$ cat src/rtl/burst_fill_engine.sv
// Rectangle fill engine: turns one corner-pair command into burst-aligned masked row writes.
// Optional FILL_CLIP_EN clamps oversize rectangles to the frame instead of rejecting them.
module burst_fill_engine #(
  parameter int FB_WIDTH     = 640,
  parameter int FB_HEIGHT    = 480,
  parameter int PIXEL_BITS   = 24,
  parameter int BURST_PIXELS = 64,
  parameter int LAYERS       = 2,
  parameter int COORD_BITS   = 16,
  parameter int ADDR_BITS    = 24,
  localparam int LW = (LAYERS > 1) ? $clog2(LAYERS) : 1
) (
  input  logic                               clk,
  input  logic                               rst,
  input  logic                               start,
  input  logic                               fill_mode,
  input  logic [COORD_BITS-1:0]              x0,
  input  logic [COORD_BITS-1:0]              y0,
  input  logic [COORD_BITS-1:0]              x1,
  input  logic [COORD_BITS-1:0]              y1,
  input  logic [PIXEL_BITS-1:0]              color,
  input  logic [LW-1:0]                      layer,
  output logic                               busy,
  output logic                               done,
  output logic                               err,
  output logic                               wr_valid,
  input  logic                               wr_ready,
  output logic [ADDR_BITS-1:0]               wr_addr,
  output logic [BURST_PIXELS*PIXEL_BITS-1:0] wr_data,
  output logic [BURST_PIXELS-1:0]            wr_mask
);
  localparam int BPL = $clog2(BURST_PIXELS);
  localparam int BPR = FB_WIDTH / BURST_PIXELS;
  localparam logic [COORD_BITS-1:0] XLIM = COORD_BITS'(FB_WIDTH);
  localparam logic [COORD_BITS-1:0] YLIM = COORD_BITS'(FB_HEIGHT);
  localparam logic [ADDR_BITS-1:0] ROW_STRIDE = ADDR_BITS'(BPR);
  localparam logic [ADDR_BITS-1:0] LAYER_STRIDE = ADDR_BITS'(BPR * FB_HEIGHT);
  localparam logic [LW:0] LAYER_LIM = (LW+1)'(LAYERS);

  typedef enum logic [1:0] {IDLE, SETUP, ROW, DONE} state_t;
  state_t state;

  logic [COORD_BITS-1:0] cx0, cy0, cx1, cy1;
  logic                  cmode;
  logic [LW-1:0]         clayer;
  logic [PIXEL_BITS-1:0] ccolor;
  logic [COORD_BITS-1:0] xmin, xmax, ymin, ymax, y, bx;

  logic [COORD_BITS-1:0] s_xmin, s_xmax, s_ymin, s_ymax, s_bx0;
  logic                  s_rej, layer_bad;
  logic [COORD_BITS-1:0] bx_first, bx_last, nxt_y, nxt_bx;
  logic                  full_row, row_end, last_burst;

  function automatic logic [BURST_PIXELS-1:0] row_mask(
    input logic [COORD_BITS-1:0] xl, xh, yl, yh, yy, bb,
    input logic md
  );
    logic [COORD_BITS-1:0] px;
    logic full;
    row_mask = '0;
    full = !md || (yy == yl) || (yy == yh);
    for (int i = 0; i < BURST_PIXELS; i++) begin
      px = (bb << BPL) + COORD_BITS'(i);
      row_mask[i] = full ? (px >= xl && px <= xh) : (px == xl || px == xh);
    end
  endfunction

  function automatic logic [ADDR_BITS-1:0] addr_of(
    input logic [LW-1:0] lay,
    input logic [COORD_BITS-1:0] yy, bb
  );
    addr_of = ADDR_BITS'(lay) * LAYER_STRIDE + ADDR_BITS'(yy) * ROW_STRIDE + ADDR_BITS'(bb);
  endfunction

  assign layer_bad = {1'b0, clayer} >= LAYER_LIM;

  // Normalise corners; the reject decision uses the pre-clamp values.
  always_comb begin
    s_xmin = (cx0 < cx1) ? cx0 : cx1;
    s_xmax = (cx0 < cx1) ? cx1 : cx0;
    s_ymin = (cy0 < cy1) ? cy0 : cy1;
    s_ymax = (cy0 < cy1) ? cy1 : cy0;
`ifdef FILL_CLIP_EN
    s_rej = (s_xmin >= XLIM) || (s_ymin >= YLIM) || layer_bad;
    if (s_xmax >= XLIM) s_xmax = XLIM - 1'b1;
    if (s_ymax >= YLIM) s_ymax = YLIM - 1'b1;
`else
    s_rej = (s_xmax >= XLIM) || (s_ymax >= YLIM) || layer_bad;
`endif
    s_bx0 = s_xmin >> BPL;
  end

  // Outline middle rows jump straight from the xmin burst to the xmax burst.
  always_comb begin
    bx_first   = xmin >> BPL;
    bx_last    = xmax >> BPL;
    full_row   = !cmode || (y == ymin) || (y == ymax);
    row_end    = (bx == bx_last);
    last_burst = row_end && (y == ymax);
    nxt_y      = row_end ? y + 1'b1 : y;
    nxt_bx     = row_end ? bx_first : (full_row ? bx + 1'b1 : bx_last);
  end

  always_ff @(posedge clk) begin
    if (rst) begin
      state    <= IDLE;
      busy     <= 1'b0;
      done     <= 1'b0;
      err      <= 1'b0;
      wr_valid <= 1'b0;
      wr_addr  <= '0;
      wr_data  <= '0;
      wr_mask  <= '0;
    end else begin
      done <= 1'b0;
      err  <= 1'b0;
      case (state)
        IDLE: begin
          if (start) begin
            cx0    <= x0;
            cy0    <= y0;
            cx1    <= x1;
            cy1    <= y1;
            cmode  <= fill_mode;
            clayer <= layer;
            ccolor <= color;
            busy   <= 1'b1;
            state  <= SETUP;
          end
        end
        SETUP: begin
          xmin <= s_xmin;
          xmax <= s_xmax;
          ymin <= s_ymin;
          ymax <= s_ymax;
          if (s_rej) begin
            done  <= 1'b1;
            err   <= 1'b1;
            busy  <= 1'b0;
            state <= DONE;
          end else begin
            y        <= s_ymin;
            bx       <= s_bx0;
            wr_valid <= 1'b1;
            wr_addr  <= addr_of(clayer, s_ymin, s_bx0);
            wr_mask  <= row_mask(s_xmin, s_xmax, s_ymin, s_ymax, s_ymin, s_bx0, cmode);
            wr_data  <= {BURST_PIXELS{ccolor}};
            state    <= ROW;
          end
        end
        ROW: begin
          if (wr_ready) begin
            if (last_burst) begin
              wr_valid <= 1'b0;
              done     <= 1'b1;
              busy     <= 1'b0;
              state    <= DONE;
            end else begin
              y       <= nxt_y;
              bx      <= nxt_bx;
              wr_addr <= addr_of(clayer, nxt_y, nxt_bx);
              wr_mask <= row_mask(xmin, xmax, ymin, ymax, nxt_y, nxt_bx, cmode);
            end
          end
        end
        DONE:    state <= IDLE;
        default: state <= IDLE;
      endcase
    end
  end
endmodule

$ cat config.mk
export PLATFORM = sky130hd
export DESIGN_NAME = burst_fill_engine
export DESIGN_NICKNAME = d
export VERILOG_FILES = /design/src/rtl/burst_fill_engine.sv
export SDC_FILE = /design/constraint.sdc
export NUM_CORES = 1
export LEC_CHECK = 0
export CAP_MARGIN = 20
export CORE_AREA = 2 2 680 682
export CTS_CLUSTER_DIAMETER = 50
export DETAILED_ROUTE_END_ITERATION = 7
export DIE_AREA = 0 0 682 684
export PLACE_DENSITY = 0.3
export SETUP_SLACK_MARGIN = 0.02
export SLEW_MARGIN = 20
export SYNTH_ARGS = -nofsm -noshare
export SYNTH_HDL_FRONTEND = slang
export SYNTH_SLANG_ARGS = --single-unit
$ cat constraint.sdc
create_clock -name clk -period 10.8 [get_ports clk]
set_input_delay 2.16 -clock clk [delete_from_list [all_inputs] [get_ports clk]]
set_output_delay 2.16 -clock clk [all_outputs]
set_load 0.01 [all_outputs]
* After elaboration in Yosys (flattened, before gate mapping)
Index checks and enable logic that the tools add are counted.
** Operators by class
- Add/sub/neg operators :: 132
- $mul :: 3
- Order comparisons :: 260
- Equality and inequality tests :: 142
- Mux-type cells :: 103
- Bitwise gates (word level) :: 3
- Reduce and logical (&&, ||, !) cells :: 211
** Operators by type and width (number)
- == test 16 bit :: 132
- >= comparator 16 bit :: 128
- less-or-equal comparator 16 bit :: 128
- adder 16 x 6 -> 16 bit (second input constant) :: 64
- adder 16 x 5 -> 16 bit (second input constant) :: 32
- adder 16 x 4 -> 16 bit (second input constant) :: 16
- two-way mux 16 bit :: 13
- two-way mux 64 bit :: 3
- logical AND 1 bit :: 129
- adder 16 x 3 -> 16 bit (second input constant) :: 8
- one-hot mux 64 bit (2 select lines) :: 1
- two-way mux 1 bit :: 73
- two-way mux 24 bit :: 3
- logical OR 1 bit :: 69
- adder 16 x 1 -> 16 bit (second input constant) :: 4
- adder 16 x 2 -> 16 bit (second input constant) :: 4
- one-hot mux 16 bit (2 select lines) :: 2
- one-hot mux 24 bit (2 select lines) :: 1
- adder 14 x 20 -> 21 bit :: 2
- multiplier 16 x 3 -> 19 bit (second input constant) :: 2
- < comparator 16 bit :: 2
- adder 21 x 10 -> 22 bit :: 1
- adder 21 x 16 -> 22 bit :: 1
- == test 16 x 10 -> 1 bit :: 1
- other kinds (20) :: 35
** Storage, ports and cells
- Flip-flop bits (word level) :: 1816
- Input bits :: 94
- Output and inout port bits :: 1628
- Word-level logic and storage cells :: 875

* Depth between registers and ports, before layout
Gate-level depths: netlist (run 1).
- Word-level depth :: 12
- Mapped depth :: 29
- Mapped depth without buffers :: 27

* Least setup slack after synthesis (run 1)
No wires, ideal clock.
- Kind :: register -> register
- Start :: register cy0[12]
- End :: register wr_addr[19]
- Library setup time :: 117 ps
- Arrival time :: 6088 ps
- Data required time :: 10683 ps
- Setup slack :: 4595 ps
- Cell stages (with the launch flop) :: 27
- Buffers on the path :: 2
- Period minus slack after synthesis :: 6205 ps
- Path through :: edfxtp_1 ha_1 and3_1 and3_1 a21o_1 a31oi_1 o21ai_0 clkbuf_1 clkbuf_1 mux2i_1 inv_1 ha_1 ha_1 a211oi_1 nor2_1 o21a_1 nor2_1 xnor2_1 fa_1 ha_1 and3_1 a311oi_1 nor3b_1 a21o_1 nand3_1 o221ai_1 a32o_1
** On the way
- Cells in the longest elaborated chain, start to end :: 7
- Elaborated cells between the ends (all ways) :: 12
- Those cells by class :: add/sub: 2; mul: 1; order compare: 2; eq/ne: 1; mux: 4; reduce/logical: 2
** RTL lines
- start: declaration :: RTL line 43 : logic [COORD_BITS-1:0] cx0, cy0, cx1, cy1;
- start signal: assignment :: RTL line 121 : cy0 <= y0;
- < comparator 16 bit :: RTL line 81 : s_ymin = (cy0 < cy1) ? cy0 : cy1;
- two-way mux 16 bit :: RTL line 81
- named net s_ymin[4] :: RTL line 49 : logic [COORD_BITS-1:0] s_xmin, s_xmax, s_ymin, s_ymax, s_bx0;
- multiplier 16 x 3 -> 19 bit :: RTL line 72 : addr_of = ADDR_BITS'(lay) * LAYER_STRIDE + ADDR_BITS'(yy) * ROW_STRIDE + ADDR_BITS'(bb);
- adder 14 x 20 -> 21 bit :: RTL line 72
- adder 21 x 10 -> 22 bit :: RTL line 72
- two-way mux 24 bit :: RTL line 136 : if (s_rej) begin
- one-hot mux 24 bit (2 select lines) :: RTL line 117 : case (state)
- end signal: assignment :: RTL line 145 : wr_addr <= addr_of(clayer, s_ymin, s_bx0);
- end signal: assignment :: RTL line 161 : wr_addr <= addr_of(clayer, nxt_y, nxt_bx);
- end: declaration :: RTL line 28 : output logic [ADDR_BITS-1:0] wr_addr,
The timed path passes the listed nets, and every way through them passes these cells. The select of a mux whose other input is x is not followed.
A chain may end at the register's enable or synchronous reset.

* Final worst setup path (run 1)
- Start :: register cy0[6]
- End :: register wr_addr[19]
Same word-level chain as after synthesis.

==> out/metrics.yaml, run 1 <==
fin_util_pct: 11.13
slew_headroom_pct: 11.74
hold_slack_ns: 0.4593
place_hpwl_mm: 160.3
synth-edff-count: 186
syn_inst: 4303
fp.dieH_um: 684
ys_ff_latch: 301
min_from: "wr_addr[12]$_SDFFE_PP0P_"
cp_slowest_cell: "a311oi_1"
route.detailed.wl_per_inst_um: 18.57
powerDensity_nw_per_um2: 177.9
setup_violations: 0
r2r_start: "cy0[6]$_DFFE_PP_"
arrival_ns: 7.62
drcViolationCount: 0
clock_path_buffers: 4
place_congestion: 0.8667
hold_viol_final: 0
dpl.cell_count: 10572
synthTopCellsByArea: "buf_4 (33%), edfxtp_1 (16%), dfxtp_1 (6.6%)"
layoutNonFillerInstCount: 10721
dieArea_um2: 466500
setup_slack_ns: 3.799
antenna_found_initial: 12
ir_worst_vdd_v: 0.0001732
grt_pass1_vias: 29253
cp-end-kind: "flop"
timing.critical_path.mode_cell: "ha_1"
synthFlopType: "edfxtp_1"
yosysTopAreaCell: "buf_4"
rsz0062_at_grt: "no"
dr.pass1.iters: 6
path_cells: "ha_1 -> nand4_1 -> and3_1 -> o21ai_0 -> a31oi_1 -> o21ai_4 -> mux2i_1 -> inv_1 -> ha_1 -> ha_1 -> a211oi_1 -> nor2_1 -> o21a_1 -> nor2_1 -> xnor2_1 -> fa_1 -> ha_1 -> and3_1 -> a311oi_1 -> nor3b_1 -> a21o_1 -> nand3_1 -> o221ai_1 -> a32o_1"
status: "complete, no violations"
cp.required_ns: 11.42
yosysWarnings: 0
grt_usage_pct: 8.007
start_kind: "flop"
clkTransAtPathRegs_ns: 0.05
portBuffers: 1718
path_max_fanout: 21
ys_async_sr_fraction_pct: 0
vias_per_cell: 2.867
min_period_ns: 7.001
cts_buffers: 75
grt.overflow.total: 0
maxCapViolCount: 0
tritoncts: "built"
regToRegSetupSlack_ns: 3.80
leakage_uw: 0.01615
n_fill_cell: 52612
syn2layout_area_growth_pct: 45.95
htree_num_levels: 3
slew_viol_final: 0
core-area_um2: 458900
grt_pass1_wl_mm: 263.9
vias: 30734
die_x_um: 682
rows: 249
crit_buf_inv: 1
routed_wl_mm: 199.1
dp_slack_ns: 3.849
crit_type: "reg -> reg"
nets: 4759
cts_setup_buffers: 0
drive_above_1_share_pct: 7.491
slowest_delay_ns: 0.78
drt_iter0_markers: 2209
cts-root-buf: "clkbuf_16"
fin_crit_sh_pct: 64.82
grt_max_degree: 66
clkSinkCount: 301
io_pins: 1722
hold_path.class: "reg -> reg"
syn_area_um2: 34990
setup.worst_path.start: "cy0[6]$_DFFE_PP_"
cp_top_family: "compound AO/OA/AOI/OAI gates"
ys_types: 100
seq_area_frac_synth_pct: 22.54
fin_setup_tns_ns: 0
post_cts_resize_count: 0
worstMarginPinSlew_ns: 1.310
hold_buffers: 0
detail-route-antenna-nets: 0
insertion_delay_ns: 0.83
start_util_pct: 7.625
clock.fmax_mhz: 142.8
netlist.area_leader.share_pct: 32.61
syn_area_per_cell_um2: 8.132
fin_skew_ns: 0.1370
-- cell usage in the layout, fill, tap and decap left out, drive strengths merged, types with 67 or more instances in the layout --
cell type,netlist,layout
nor3,67,67
a21oi,170,170
buf,1561,82
xnor2,87,87
nand2,279,279
dfxtp,115,115
nor2,304,304
mux2i,88,88
edfxtp,186,186
clkbuf,120,88
o21ai,191,191
ha,154,154
nand3,103,103
inv,115,131
clkdlybuf4s50,0,1717
-- kinds of logic (layout without fill, tap and decap cells) --
group | after synthesis | count (layout) | share of synthesized area, %
fa+ha+maj | 165 | 165 | 6.136
other cells | 1 | 23 | 0.01072
flops | 301 | 301 | 22.54
xor+xnor | 142 | 142 | 3.554
compound gates | 771 | 771 | 14.28
buf+inv | 1797 | 2044 | 35.88
simple gates | 993 | 993 | 13.60
mux | 133 | 133 | 4.001
-- cells in the mapped netlist (10+ instances only) --
| cell type | number |
|---|---|
| mux2_2 | 43 |
| o22ai_1 | 62 |
| buf_6 | 10 |
| a22oi_1 | 21 |
| o21ai_0 | 187 |
| nand2_1 | 279 |
| buf_2 | 22 |
| o2111ai_1 | 10 |
| dfxtp_1 | 115 |
| nand2b_1 | 23 |
| fa_1 | 11 |
| nor4_1 | 27 |
| a21oi_1 | 170 |
| buf_4 | 1520 |
| nor2b_1 | 15 |
| and2_1 | 15 |
| and3_1 | 27 |
| or2_2 | 16 |
| o21bai_1 | 10 |
| edfxtp_1 | 186 |
| inv_1 | 111 |
| ha_1 | 154 |
| and4_1 | 13 |
| o21a_1 | 21 |
| xnor2_1 | 87 |
| nand4_1 | 40 |
| a31oi_1 | 40 |
| mux2i_1 | 87 |
| nand3b_1 | 13 |
| clkbuf_1 | 120 |
| o221ai_1 | 12 |
| nand3_1 | 101 |
| nor3_1 | 65 |
| a21o_1 | 25 |
| o31ai_1 | 19 |
| nor2_1 | 303 |
| xor2_1 | 55 |
| a311oi_1 | 22 |
| a211oi_1 | 47 |
| or3_1 | 16 |
| o211ai_1 | 28 |
-- layer usage --
layer | share of wire (%) | track usage (%)
met5 | 0 | 0
met4 | 2.5 | 2.120
met3 | 5.2 | 1.086
met2 | 51 | 14.80
met1 | 41 | 9.587
-- registers in the layout, summed over array words and instances (netlist names) --
register	cells
wr_mask	64
ccolor	24
wr_data	24
wr_addr	21
bx	16
cx0	16
cx1	16
cy0	16
cy1	16
xmax	16
xmin	16
y	16
ymax	16
ymin	16
state	2
busy	1
clayer	1
cmode	1
done	1
err	1
wr_valid	1
-- power breakdown --
group / leakage [uW] / internal [uW] / switching [uW] / total, uW
clock: 0.00118 / 1420 / 850 / 2270
combinational: 0.0123 / 1730 / 3290 / 5030
sequential: 0.00267 / 1530 / 256 / 1790
total: 0.0161 / 4690 / 4400 / 9090
-- worst min-delay path, stage by stage, from the launching register on --
cell     delay (ns)
dfxtp_1        0.31
nand2_1        0.05
a21oi_1        0.05
-- worst paths after layout --
path,end,depth (start not counted)
setup / recovery,wr_addr[19]$_SDFFE_PP0P_,24
setup reg to reg,wr_addr[19]$_SDFFE_PP0P_,24
hold / removal,wr_addr[12]$_SDFFE_PP0P_,2
hold reg to reg,wr_addr[12]$_SDFFE_PP0P_,2
-- metrics by stage --
stage	total power, uW	instance area [um2]
6_report	9086	51070
5_1_grt	9755	51020
4_1_cts	9296	51010
3_5_place_dp	6889	48560
3_3_place_gp	6957	48530
2_1_floorplan	4739	35000
-- final cells by class --
| type | instances | area (um2) | share of cell area (%) |
|---|---|---|---|
| repair buffers | 1799 | 17810 | 34.87 |
| multi-input cells | 2207 | 14680 | 28.75 |
| flip-flops and latches | 301 | 7953 | 15.57 |
| well taps | 6149 | 7694 | 15.07 |
| clock buffers | 88 | 2048 | 4.011 |
| inverters | 116 | 436.7 | 0.8551 |
| clock inverters | 41 | 401.6 | 0.7865 |
| diodes | 20 | 50.05 | 0.09800 |
Power figures use the tool's default switching activity.
==> inputs of run 2 (changes only) <==
Settings changed: CORE_AREA 2 2 680 682 to 2 2 664 666, DIE_AREA 0 0 682 684 to 0 0 666 668.
Clock period 10.8 ns to 7.2 ns, I/O delays scaled along.
==> run 2 against run 1 <==
- clock-buffer cell count grew 3
- maximum frequency grew 7.2%
- clock skew shrank 0.076 ns
- setup slack lost 3.1 ns
- die area shrank 4.6%
- first-iteration DRC count grew 7.3%
- non-clock buffer count grew 133
- combinational power grew 55%
- total power grew 59%
- critical endpoint unchanged
==> out/metrics.yaml, run 2 (synthesis results as in run 1) <==
ir_worst_vdd_v: 0.0002043
leakage_uw: 0.01698
final_common_cell: "clkdlybuf4s50_1"
hold_viol_final: 0
drcViolationCount: 0
maxCapViolCount: 0
placed_area_um2: 49120
io_pins: 1722
path_max_fanout: 17
status: "complete, no violations"
clkSinkCount: 301
clock_path_buffers: 4
clock.fmax_mhz: 153.1
portBuffers: 1718
tritoncts: "built"
dieArea_um2: 444900
start_util_pct: 8.003
fin_skew_ns: 0.06064
rows: 243
powerDensity_nw_per_um2: 276.9
rsz0062_at_grt: "no"
place_congestion: 0.8855
slew_headroom_pct: 24.17
setup_violations: 0
vias_per_cell: 2.957
reg.largest.list: "wr_mask (64), ccolor (24), wr_data (24)"
grt_pass1_vias: 29773
routed_wl_mm: 203.1
grt.overflow.total: 0
layout_common_cells: "clkdlybuf4s50_1 (1717), nor2_1 (299), nand2_1 (279)"
cts_setup_buffers: 0
grt_pass1_wl_mm: 266.9
htree_num_levels: 3
syn2layout_area_growth_pct: 48.64
core-area_um2: 437200
cp.required_ns: 7.86
min_period_ns: 6.533
fp.dieH_um: 668
fin_area_um2: 52010
slew_viol_final: 0
insertion_delay_ns: 0.80
cp-end-kind: "flop"
drt_iter0_markers: 2371
vias: 30960
crit_type: "reg -> reg"
worstMarginPinSlew_ns: 1.131
hold_path.class: "reg -> reg"
start_kind: "flop"
die_x_um: 666
fin_setup_tns_ns: 0
cts_buffers: 81
grt_usage_pct: 8.523
dr.pass1.iters: 6
place_hpwl_mm: 163.2
arrival_ns: 7.19
antenna_found_initial: 21
post_cts_resize_count: 0
fin_crit_sh_pct: 90.73
largest-register: "wr_mask"
drive_above_1_share_pct: 10.19
grt_max_degree: 101
clkTransAtPathRegs_ns: 0.05
cts-root-buf: "clkbuf_16"
route.detailed.wl_per_inst_um: 19.40
hold_buffers: 0
detail-route-antenna-nets: 0
largest_reg_flops: 64
nets: 4898
run 2: changes by cell type in the layout (fill, tap and decap cells not counted), moves of 3 or more:
cell / change
clkinv_1: +5
clkbuf_16: +4
buf_12: +6
buf_4: +127
inv_6: -6
nor4_1: +3
clkbuf_8: -6
diode_2: -8
clkbuf_1: +5
bufinv_16: +11
run 2: cell type report:
| cell class | instances | area, um2 |
|---|---|---|
| repair buffers | 1932 | 18880 |
| clock buffers | 91 | 2085 |
| inverters | 116 | 435.4 |
| multi-input cells | 2207 | 14660 |
| fillers | 50046 | 385200 |
| clock inverters | 54 | 757.0 |
| diodes | 12 | 30.03 |
| flip-flops and latches | 301 | 7958 |
| well taps | 5757 | 7203 |
run 2: worst paths after layout:
path | startpoint | end | slack (ns) | depth (start not counted)
max reg2reg | cy0[2]$_DFFE_PP_ | wr_addr[19]$_SDFFE_PP0P_ | 0.67 | 25
min reg2reg | wr_addr[0]$_SDFFE_PP0P_ | wr_addr[0]$_SDFFE_PP0P_ | 0.46 | 2
min | wr_addr[0]$_SDFFE_PP0P_ | wr_addr[0]$_SDFFE_PP0P_ | 0.46 | 2
max | cy0[2]$_DFFE_PP_ | wr_addr[19]$_SDFFE_PP0P_ | 0.67 | 25
run 2: metal layers:
layer / track usage (%) / vias up / part of all wire, %
met4: 2.440 / 6 / 2.9
met2: 15.56 / 1405 / 51
met5: 0 / - / 0.017
li1: - / 14126 / -
met3: 1.773 / 245 / 6.4
met1: 9.935 / 15178 / 39
run 2: worst max-delay path, cell delays in order, from the launching register on:
cell      delay, ns
edfxtp_1       0.42
ha_1           0.33
a21o_1         0.12
a31oi_1        0.05
o21ai_0        0.38
a31oi_1        0.21
o21ai_4        0.46
mux2i_2        0.42
inv_1          0.13
ha_1           0.31
ha_1           0.24
fa_1           0.43
a211oi_1       0.35
nor2_1         0.12
o21a_1         0.18
nor2_1         0.11
xnor2_1        0.08
ha_1           0.38
and3_1         0.20
a311oi_1       0.43
buf_4          0.20
nor3b_1        0.06
a21o_1         0.25
nand3_1        0.09
o221ai_1       0.14
a32o_1         0.32
run 2: metrics by stage:
stage	setup WS, ns	utilization, %	cells	hold WS [ns]	total power, uW
6_report	0.6671	11.90	10470	0.4591	14400
3_3_place_gp	0.3238	11.23	10311	0.4618	10670
3_5_place_dp	0.4573	11.24	10313	0.4529	10590
4_1_cts	0.4202	11.89	10458	0.4597	14740
5_1_grt	0.08952	11.89	10458	0.4984	15480
2_1_floorplan	0.9948	-	4305	0.4525	7109
run 2: power by group:
| group | switching [uW] | internal, uW | leakage (uW) |
|---|---|---|---|
| logic | 4920 | 2900 | 0.0130 |
| registers | 364 | 2300 | 0.00267 |
| clock network | 1350 | 2570 | 0.00135 |
